<file path="config.mk">
export PLATFORM = sky130hd
export DESIGN_NAME = counter_mod
export DESIGN_NICKNAME = d
export VERILOG_FILES = /design/src/rtl/counter_pkg.sv /design/src/rtl/counter_next.sv /design/src/rtl/counter_mod.sv
export SDC_FILE = /design/constraint.sdc
export NUM_CORES = 1
export LEC_CHECK = 0
export CORE_AREA = 2 2 39 41
export CTS_CLUSTER_SIZE = 40
export DETAILED_ROUTE_END_ITERATION = 8
export DIE_AREA = 0 0 41 43
export PLACE_DENSITY = 0.74
export SYNTH_ARGS = -nofsm -noshare
export SYNTH_HDL_FRONTEND = slang
export SYNTH_HIERARCHICAL = 1
export SYNTH_SLANG_ARGS = --single-unit
export TNS_END_PERCENT = 30
</file>
<file path="constraint.sdc">
create_clock -name clk -period 3 [get_ports clk]
set_input_delay 0.6 -clock clk [delete_from_list [all_inputs] [get_ports clk]]
set_output_delay 0.6 -clock clk [all_outputs]
set_load 0.05 [all_outputs]
</file>
<file path="src/rtl/counter_pkg.sv">
// Shared definitions for the counter_mod up/down modulo counter.
// Direction constants and the default terminal-value helper.
package counter_pkg;

  localparam logic CNT_UP   = 1'b1;
  localparam logic CNT_DOWN = 1'b0;

  // Largest value representable in 'width' bits; the natural terminal value.
  function automatic int default_max_val(input int width);
    return (1 << width) - 1;
  endfunction

endpackage : counter_pkg

</file>
<file path="src/rtl/counter_next.sv">
// Next-state logic for counter_mod: load clamp, up/down modulo step and wrap flag.
// Purely combinational; saturation is selected by sat_mode (tied low when unused).
module counter_next
  import counter_pkg::*;
#(
  parameter int WIDTH   = 4,
  parameter int MAX_VAL = default_max_val(WIDTH)
) (
  input  logic [WIDTH-1:0] d_out,
  input  logic             en,
  input  logic             up_dn,
  input  logic             load,
  input  logic [WIDTH-1:0] load_val,
  input  logic             sat_mode,
  output logic [WIDTH-1:0] cnt_next,
  output logic             wrap_next
);

  localparam logic [WIDTH-1:0] MAX_W = WIDTH'(MAX_VAL);
  localparam logic [WIDTH-1:0] ONE_W = WIDTH'(1);

  logic at_max;
  logic at_zero;

  assign at_max  = (d_out == MAX_W);
  assign at_zero = (d_out == '0);

  always_comb begin
    cnt_next  = d_out;
    wrap_next = 1'b0;
    if (load) begin
      cnt_next = (load_val > MAX_W) ? MAX_W : load_val;
    end else if (en) begin
      // Terminal compare comes first, so the step itself can never overflow.
      if (up_dn == CNT_UP) begin
        if (at_max) begin
          if (!sat_mode) begin
            cnt_next  = '0;
            wrap_next = 1'b1;
          end
        end else begin
          cnt_next = d_out + ONE_W;
        end
      end else begin
        if (at_zero) begin
          if (!sat_mode) begin
            cnt_next  = MAX_W;
            wrap_next = 1'b1;
          end
        end else begin
          cnt_next = d_out - ONE_W;
        end
      end
    end
  end

endmodule : counter_next

</file>
<file path="src/rtl/counter_mod.sv">
// Parametrised up/down modulo counter with load, enable, terminal count and wrap pulse.
// Optional saturate-instead-of-wrap mode is enabled by defining COUNTER_SAT_EN.
module counter_mod
  import counter_pkg::*;
#(
  parameter int WIDTH   = 4,
  parameter int MAX_VAL = default_max_val(WIDTH)
) (
  input  logic             clk,
  input  logic             rst,
  input  logic             en,
  input  logic             up_dn,
  input  logic             load,
  input  logic [WIDTH-1:0] load_val,
`ifdef COUNTER_SAT_EN
  input  logic             sat_mode,
`endif
  output logic [WIDTH-1:0] d_out,
  output logic             tc,
  output logic             wrap
);

  localparam logic [WIDTH-1:0] MAX_W = WIDTH'(MAX_VAL);

  logic [WIDTH-1:0] d_out_q;
  logic [WIDTH-1:0] d_out_d;
  logic             wrap_q;
  logic             wrap_d;
  logic             sat_eff;

`ifdef COUNTER_SAT_EN
  assign sat_eff = sat_mode;
`else
  assign sat_eff = 1'b0;
`endif

  counter_next #(
    .WIDTH   (WIDTH),
    .MAX_VAL (MAX_VAL)
  ) u_next (
    .d_out     (d_out_q),
    .en        (en),
    .up_dn     (up_dn),
    .load      (load),
    .load_val  (load_val),
    .sat_mode  (sat_eff),
    .cnt_next  (d_out_d),
    .wrap_next (wrap_d)
  );

  always_ff @(posedge clk or negedge rst) begin
    if (!rst) begin
      d_out_q <= '0;
      wrap_q  <= 1'b0;
    end else begin
      d_out_q <= d_out_d;
      wrap_q  <= wrap_d;
    end
  end

  // High in the cycle before a wrap would occur in the current direction.
  assign tc = en & ~load &
              (((up_dn == CNT_UP)   & (d_out_q == MAX_W)) |
               ((up_dn == CNT_DOWN) & (d_out_q == '0)));

  assign d_out = d_out_q;
  assign wrap  = wrap_q;

endmodule : counter_mod
</file>
**After elaboration in Yosys (flattened, before gate mapping)**

Cells that the tools add are included.

- Add/sub/neg operators: 2
- Order comparisons: 1
- Equality and inequality tests: 1
- Multiplexer cells: 11
- Bitwise operators: 7
- Reductions and logical operators: 2

Operators with widths:

| operator | count |
|---|---|
| $mux 4 | 6 |
| $mux 1 | 5 |
| $add 4x1->4 const B | 1 |
| $and 1x1->1 | 4 |
| $eq 4x4->1 const B | 1 |
| $gt 4x4->1 const B | 1 |
| $logic_not 4->1 | 1 |
| $sub 4x1->4 const B | 1 |
| $not 1->1 | 2 |
| $reduce_bool 2->1 | 1 |
| $or 1x1->1 | 1 |

- Register bits after elaboration: 5
- Input bits: 9
- Output and inout bits: 6
- Logic and storage cells: 26

**Depth between registers and ports, before layout**

Gate-level depths: netlist (run 1).

- Word-level depth: 5
- Mapped depth: 6
- Gate-level depth less buffers: 6

**Cells and area by module**

The synthesis (run 1) kept the hierarchy.

Modules (own cells, without submodules):

| module | times used | cells an instance | area an instance (sq um) | sequential area each (sq um) |
|---|---|---|---|---|
| counter_next | 1 | 56 | 332.8 | 0.0 |
| counter_mod | 1 | 11 | 165.2 | 125.1 |

**Worst setup path before layout (run 1)**

Ideal clock, no wire load.

- Path type: reg2out
- From: register d_out_q[1], in the netlist d_out[1]
- To: output tc
- Data arrival time: 1950 ps
- Data required time: 2400 ps
- Setup slack: 450 ps
- Stages on the path, launching flop included: 3
- Buffers on the path: 0
- Path through: dfrtp_1 or4_1 o22ai_1

- Longest elaborated chain between the ends: 4
- Elaborated cells between the ends (all ways): 6
- Those cells by class: 1 x eq/ne; 4 x bitwise; 1 x reduce/logical

RTL lines:

| element | RTL line | source |
|---|---|---|
| from (decl) | counter_mod.sv:25 | `logic [WIDTH-1:0] d_out_q;` |
| from (signal assigned) | counter_mod.sv:56 | `d_out_q <= d_out_d;` |
| $eq 4x4->1 / $logic_not 4->1 (equally long branches) | counter_mod.sv:63, counter_mod.sv:64 |  |
| $and 1x1->1 (on tied branches) | counter_mod.sv:63, counter_mod.sv:64 |  |
| $or 1x1->1 (*) | counter_mod.sv:63 | `(((up_dn == CNT_UP) & (d_out_q == MAX_W)) \|` |
| $and 1x1->1 (*) | counter_mod.sv:62 | `assign tc = en & ~load &` |
| to (decl) | counter_mod.sv:19 | `output logic tc,` |

Every way passes the cells marked *; elsewhere a longest branch is shown, timed or not.

**Worst setup path after layout (run 1)**

- From: input en
- To: output tc

- Longest elaborated chain between the ends: 2

RTL lines:

| element | RTL line | source |
|---|---|---|
| from (decl) | counter_mod.sv:11 | `input logic en,` |
| $and 1x1->1 (2 in series) | counter_mod.sv:62 |  |

No other way between the ends.

==> flow_metrics.tcl, run 1 <==
set metrics [dict create \
    status "finished, final reports clean" \
    cp-start-kind "primary input" \
    cts_hold_buf 0 \
    netlist_top_cells_area "dfrtp_1 25%, a21oi_1 9.0%, nand2_1 5.3%" \
    syn_inst 67 \
    via_per_inst 5.57 \
    reg2reg_depth 6 \
    antenna_cells 0 \
    p_sw_share_pct 39.7 \
    design.core.area_um2 1380 \
    p_comb_share_pct 39.9 \
    maxSlewViolCount 0 \
    ys_ff_latch 5 \
    drtIter0Drc 13 \
    pwr-share-seq_pct 33.0 \
    max_freq_ghz 0.390 \
    postCtsSetupBuffers 0 \
    synth_common_cells "9 x a21oi_1, 7 x nand2_1, 5 x dfrtp_1, 5 x inv_1, 4 x nand4_1" \
    place_congestion 0.798 \
    dieWidth_um 41 \
    numCtsBuffers 3 \
    crit_fanout 2 \
    yosysTopAreaCellShare_pct 25.1 \
    critical_path_class "primary input to output pin" \
    rrSetupSlack_ns 1.19 \
    async_flop_share_pct 100 \
    finalHoldViolCount 0 \
    grt_pass1_vias 482 \
    hold_class "primary input to async pin" \
    final_cells 106 \
    clockRootBuffer "clkbuf_4" \
    r2r-end "d_out[0]$_DFF_PN0_" \
    synth-edff-count 0 \
    highest_layer "met4" \
    clk_latency_ns 0.25 \
    maxCapViolations 0 \
    ios 15 \
    grt_usage_pct 17.6 \
    drc 0 \
    gr-total-overflow 0 \
    floorplan.initialDensity_pct 36.0 \
    rsz0062_at_grt "false" \
    grt_max_degree 17 \
    rows 14 \
    hpwl_um 880 \
    dieArea_um2 1760 \
    tritoncts "built" \
    clkPwrFrac_pct 27.1 \
    drive_gt1_share_pct 11.1 \
    grt_first_pass_wirelength_mm 2.05 \
    setup.worst_path.end_class "output pin" \
    finalSetupViolCount 0 \
    p_int_mw 0.178 \
    yosysSeqAreaShare_pct 25.1 \
    firstDrtPassIters 4 \
    nets 102 \
    post-route-period-util_pct 85.5 \
    yosysTopAreaCell "dfrtp_1" \
    port_buffers 14 \
    p_total_mw 0.295 \
    synth_area_per_cell_um2 7.43 \
    synth_area_um2 498 \
    irDropWorstVdd_uv 374 \
    detail_route.wl_per_cell_um 11.9 \
    timing.rr.start "d_out[1]$_DFF_PN0_" \
    syn2layout_area_growth_pct 45.2 \
    vias 590 \
    routed_wl_mm 1.26 \
    clock_path_buffers 2 \
    synth.most_common_cell "a21oi_1" \
    path_clk_slew_ns 0.04 \
    crit_arrival_ns 1.97 \
    cts_max_level 1 \
    p_sw_mw 0.117 \
    leakage_nw 0.293 \
    place_area_um2 697 \
    final_area_um2 723 \
    synth.distinct_cells 29 \
    synth_ff_type "dfrtp_1" \
    antenna_found_initial 0 \
    power.density_nw_per_um2 408 \
    min_period_ns 2.57 \
    yosysWarningCount 6 \
    crit_required_ns 2.40 \
    clock_skew_ns 0.00644 \
    wl_met3_um 97 \
    numClockSinks 5 \
    ant_nets 0 \
    die_h_um 43 \
    met2_length_um 557 \
    post_cts_resized 0 \
    post-route-util_pct 52.3 \
    dp.cells 102 \
    drt-met1-wl_um 576 \
    finalSetupTns_ns 0 \
]
-- layout make-up --
| class | instances | area (µm²) |
|---|---|---|
| clock buffer | 4 | 26.3 |
| tap | 16 | 20.0 |
| fill | 134 | 661 |
| inverter | 5 | 18.8 |
| timing repair buffer | 17 | 173 |
| sequential | 5 | 125 |
| multi-input combinational | 59 | 360 |
-- metal layers --
metal / up-vias / global-route usage (%)
met5: - / 0
met2: 26 / 23.8
li1: 290 / -
met1: 270 / 23.3
met4: 0 / 10.0
met3: 4 / 6.28
-- how the worst max path moves through the flow --
| stage | start | endpoint |
|---|---|---|
| floorplan | d_out[1]$_DFF_PN0_ | tc |
| global placement | up_dn | tc |
| detailed placement | en | tc |
| CTS | en | tc |
| global route | en | tc |
| finish | en | tc |
-- worst max-delay path, cell delays in order --
cell and delay, ns:
clkdlybuf4s50_1 0.49, or3b_2 0.44, o22ai_1 0.26, buf_12 0.18
-- cell families after synthesis --
group | Yosys count | synth area share (%)
AO/OA/AOI/OAI | 22 | 28.6
adder cells (fa/ha/maj) | 2 | 5.02
buffers and inverters | 9 | 7.03
other | 1 | 0.753
flip-flops | 5 | 25.1
AND/OR/NAND/NOR | 28 | 33.4
-- power by group through the flow --
stage                     Combinational (mW)  Clock (mW)  Sequential, mW
after global routing                   0.129      0.0867           0.100
after detailed placement               0.117           0          0.0975
after global placement                 0.115           0          0.0976
after floorplan                       0.0600           0           0.111
after CTS                              0.117      0.0820          0.0965
final                                  0.118      0.0799          0.0974
-- registers in the layout, summed over array words and instances, names as in the netlist --
signal / cells
wrap: 1
d_out: 4
-- layout by cell type, fill, tap and decap left out, types with 3 or more instances in the layout --
cell and n:
a211oi_1 3, a21oi_1 9, buf_4 3, clkbuf_4 3
clkdlybuf4s50_1 13, conb_1 7, dfrtp_1 5, inv_1 5
nand2_1 7, nand4_1 4
-- metrics by stage --
stage                     hold slack (ns)  setup WS [ns]
after floorplan                     0.304          0.450
after global routing                0.574          0.404
final                               0.564          0.434
after CTS                           0.564          0.439
after detailed placement            0.722          0.447
after global placement              0.718          0.455
Note: power is estimated with default switching activity, not from simulation.
==> run 2, diff against run 1 <==
--- a/config.mk
+++ b/config.mk
@@ -10,6 +10,7 @@
 export DETAILED_ROUTE_END_ITERATION = 8
 export DIE_AREA = 0 0 41 43
 export PLACE_DENSITY = 0.74
+export SLEW_MARGIN = 20
 export SYNTH_ARGS = -nofsm -noshare
 export SYNTH_HDL_FRONTEND = slang
 export SYNTH_HIERARCHICAL = 1
==> constraint.sdc (replaced) <==
create_clock -name clk -period 3.3 [get_ports clk]
set_input_delay 0.66 -clock clk [delete_from_list [all_inputs] [get_ports clk]]
set_output_delay 0.66 -clock clk [all_outputs]
set_load 0.05 [all_outputs]
==> run 2 against run 1 <==
Combinational power fell by 9%; sequential share of layout area up 0.18 points; first-iteration DRC count fell by 54%; register-to-register slack better by 0.34 ns; largest power group unchanged; clock skew grew 0.0016 ns; final area decreased by 1.0%; worst setup slack improved by 0.050 ns; via count decreased by 6.1%; largest cell class unchanged; non-clock buffer count shrank 1; count of clock-buffer cells in the layout did not move; highest routed layer unchanged; critical path depth unchanged.
==> flow_metrics.tcl, run 2 (same netlist as run 1, synthesis figures left out) <==
set metrics [dict create \
    dp.cells 101 \
    port_buffers 14 \
    dieWidth_um 41 \
    leakage_nw 0.288 \
    hold_class "primary input to async pin" \
    dieArea_um2 1760 \
    design.core.area_um2 1380 \
    maxSlewViolCount 0 \
    maxCapViolations 0 \
    via_per_inst 5.28 \
    numClockSinks 5 \
    grt_usage_pct 16.0 \
    crit_chain "clkdlybuf4s50_1 > or3b_2 > o22ai_1 > buf_12" \
    die_h_um 43 \
    post_cts_resized 0 \
    path_clk_slew_ns 0.05 \
    irDropWorstVdd_uv 378 \
    vias 554 \
    rsz0062_at_grt "false" \
    finalSetupTns_ns 0 \
    clock_skew_ns 0.00807 \
    drtIter0Drc 6 \
    antenna_cells 0 \
    cts_hold_buf 0 \
    finalHoldViolCount 0 \
    max_stage_delay_ns 0.57 \
    layout_common_cells "13 x clkdlybuf4s50_1, 9 x a21oi_1, 7 x nand2_1, 7 x conb_1" \
    ios 15 \
    postCtsSetupBuffers 0 \
    cts_max_level 1 \
    floorplan.initialDensity_pct 36.0 \
    power.density_nw_per_um2 374 \
    crit_required_ns 2.64 \
    cp-start-kind "primary input" \
    gr-total-overflow 0 \
    nFillCells 140 \
    grt_pass1_vias 463 \
    post-route-period-util_pct 85.3 \
    antenna_found_initial 0 \
    largest_reg_flops 4 \
    firstDrtPassIters 4 \
    grt_first_pass_wirelength_mm 1.91 \
    crit_slowest_cell "clkdlybuf4s50_1" \
    drc 0 \
    ant_nets 0 \
    clk_latency_ns 0.25 \
    clockRootBuffer "clkbuf_4" \
    syn2layout_area_growth_pct 43.7 \
    routed_wl_mm 1.21 \
    nets 101 \
    final_cells 105 \
    hpwl_um 875 \
    layout_commonest_cell "clkdlybuf4s50_1" \
    max_freq_ghz 0.355 \
    detail_route.wl_per_cell_um 11.5 \
    clock_path_buffers 2 \
    numCtsBuffers 3 \
    drive_gt1_share_pct 10.1 \
    critical_path_class "primary input to output pin" \
    setup.worst_path.end_class "output pin" \
    seqCellArea_um2 125 \
    min_period_ns 2.82 \
    rows 14 \
    crit_arrival_ns 2.16 \
    grt_max_degree 17 \
    multi_input_area_um2 360 \
    place_congestion 0.882 \
    finalSetupViolCount 0 \
    crit_fanout 11 \
    status "finished, final reports clean" \
    tritoncts "built" \
]
==> run 2: cell count changes in the layout (fill, tap and decap cells not counted), sizes merged <==
cell	delta
buf	-1
==> run 2: path summary, 6_finish.rpt <==
path,from,end,slack [ns],cells after the start
worst min-delay path,rst,d_out[1]$_DFF_PN0_,0.62,1
worst max register to register,d_out[1]$_DFF_PN0_,d_out[0]$_DFF_PN0_,1.53,6
min in group clk,d_out[0]$_DFF_PN0_,d_out[0]$_DFF_PN0_,0.73,2
max in group asynchronous,rst,d_out[2]$_DFF_PN0_,2.49,1
worst min register to register,d_out[0]$_DFF_PN0_,d_out[0]$_DFF_PN0_,0.73,2
worst max-delay path,load,tc,0.48,4
==> run 2: cell type report <==
type                    count  share of cell area, %
multi-input cells          59                   50.3
repair buffers             16                   23.1
flip-flops and latches      5                   17.5
clock buffers               4                   3.67
well taps                  16                   2.80
inverters                   5                   2.62
==> run 2: report_power, final <==
group	internal, mW	switching, mW	leakage, nW
Sequential	0.0676	0.0202	0.0613
Clock	0.0459	0.0272	0.0150
Combinational	0.0473	0.0593	0.212
Total	0.161	0.107	0.288
==> run 2: metal layers <==
| layer | vias up | routed length, µm | share of wire (%) | track usage [%] |
|---|---|---|---|---|
| li1 | 290 | - | - | - |
| met1 | 244 | 592 | 49 | 21.2 |
| met2 | 18 | 531 | 44 | 23.8 |
| met3 | 2 | 72 | 6.0 | 4.71 |
| met4 | 0 | 8 | 0.66 | 6.00 |
| met5 | - | 0 | 0 | 0 |
==> run 2: per-stage QoR <==
step	worst slack (ns)	power [mW]	hold WS, ns	area [µm²]	util [%]
floorplan	0.690	0.156	0.364	520	-
global placement	0.498	0.193	0.723	689	49.8
detailed placement	0.487	0.195	0.726	689	49.8
CTS	0.482	0.269	0.625	716	51.7
global route	0.436	0.290	0.629	716	51.7
finish	0.484	0.267	0.623	716	51.7
==> run 2: critical path, delay by kind of cell <==
| kind | cells | cell delay, ns |
|---|---|---|
| buffers and inverters | 2 | 0.75 |
| and+or+nand+nor | 1 | 0.50 |
| AOI/OAI and AO/OA | 1 | 0.25 |
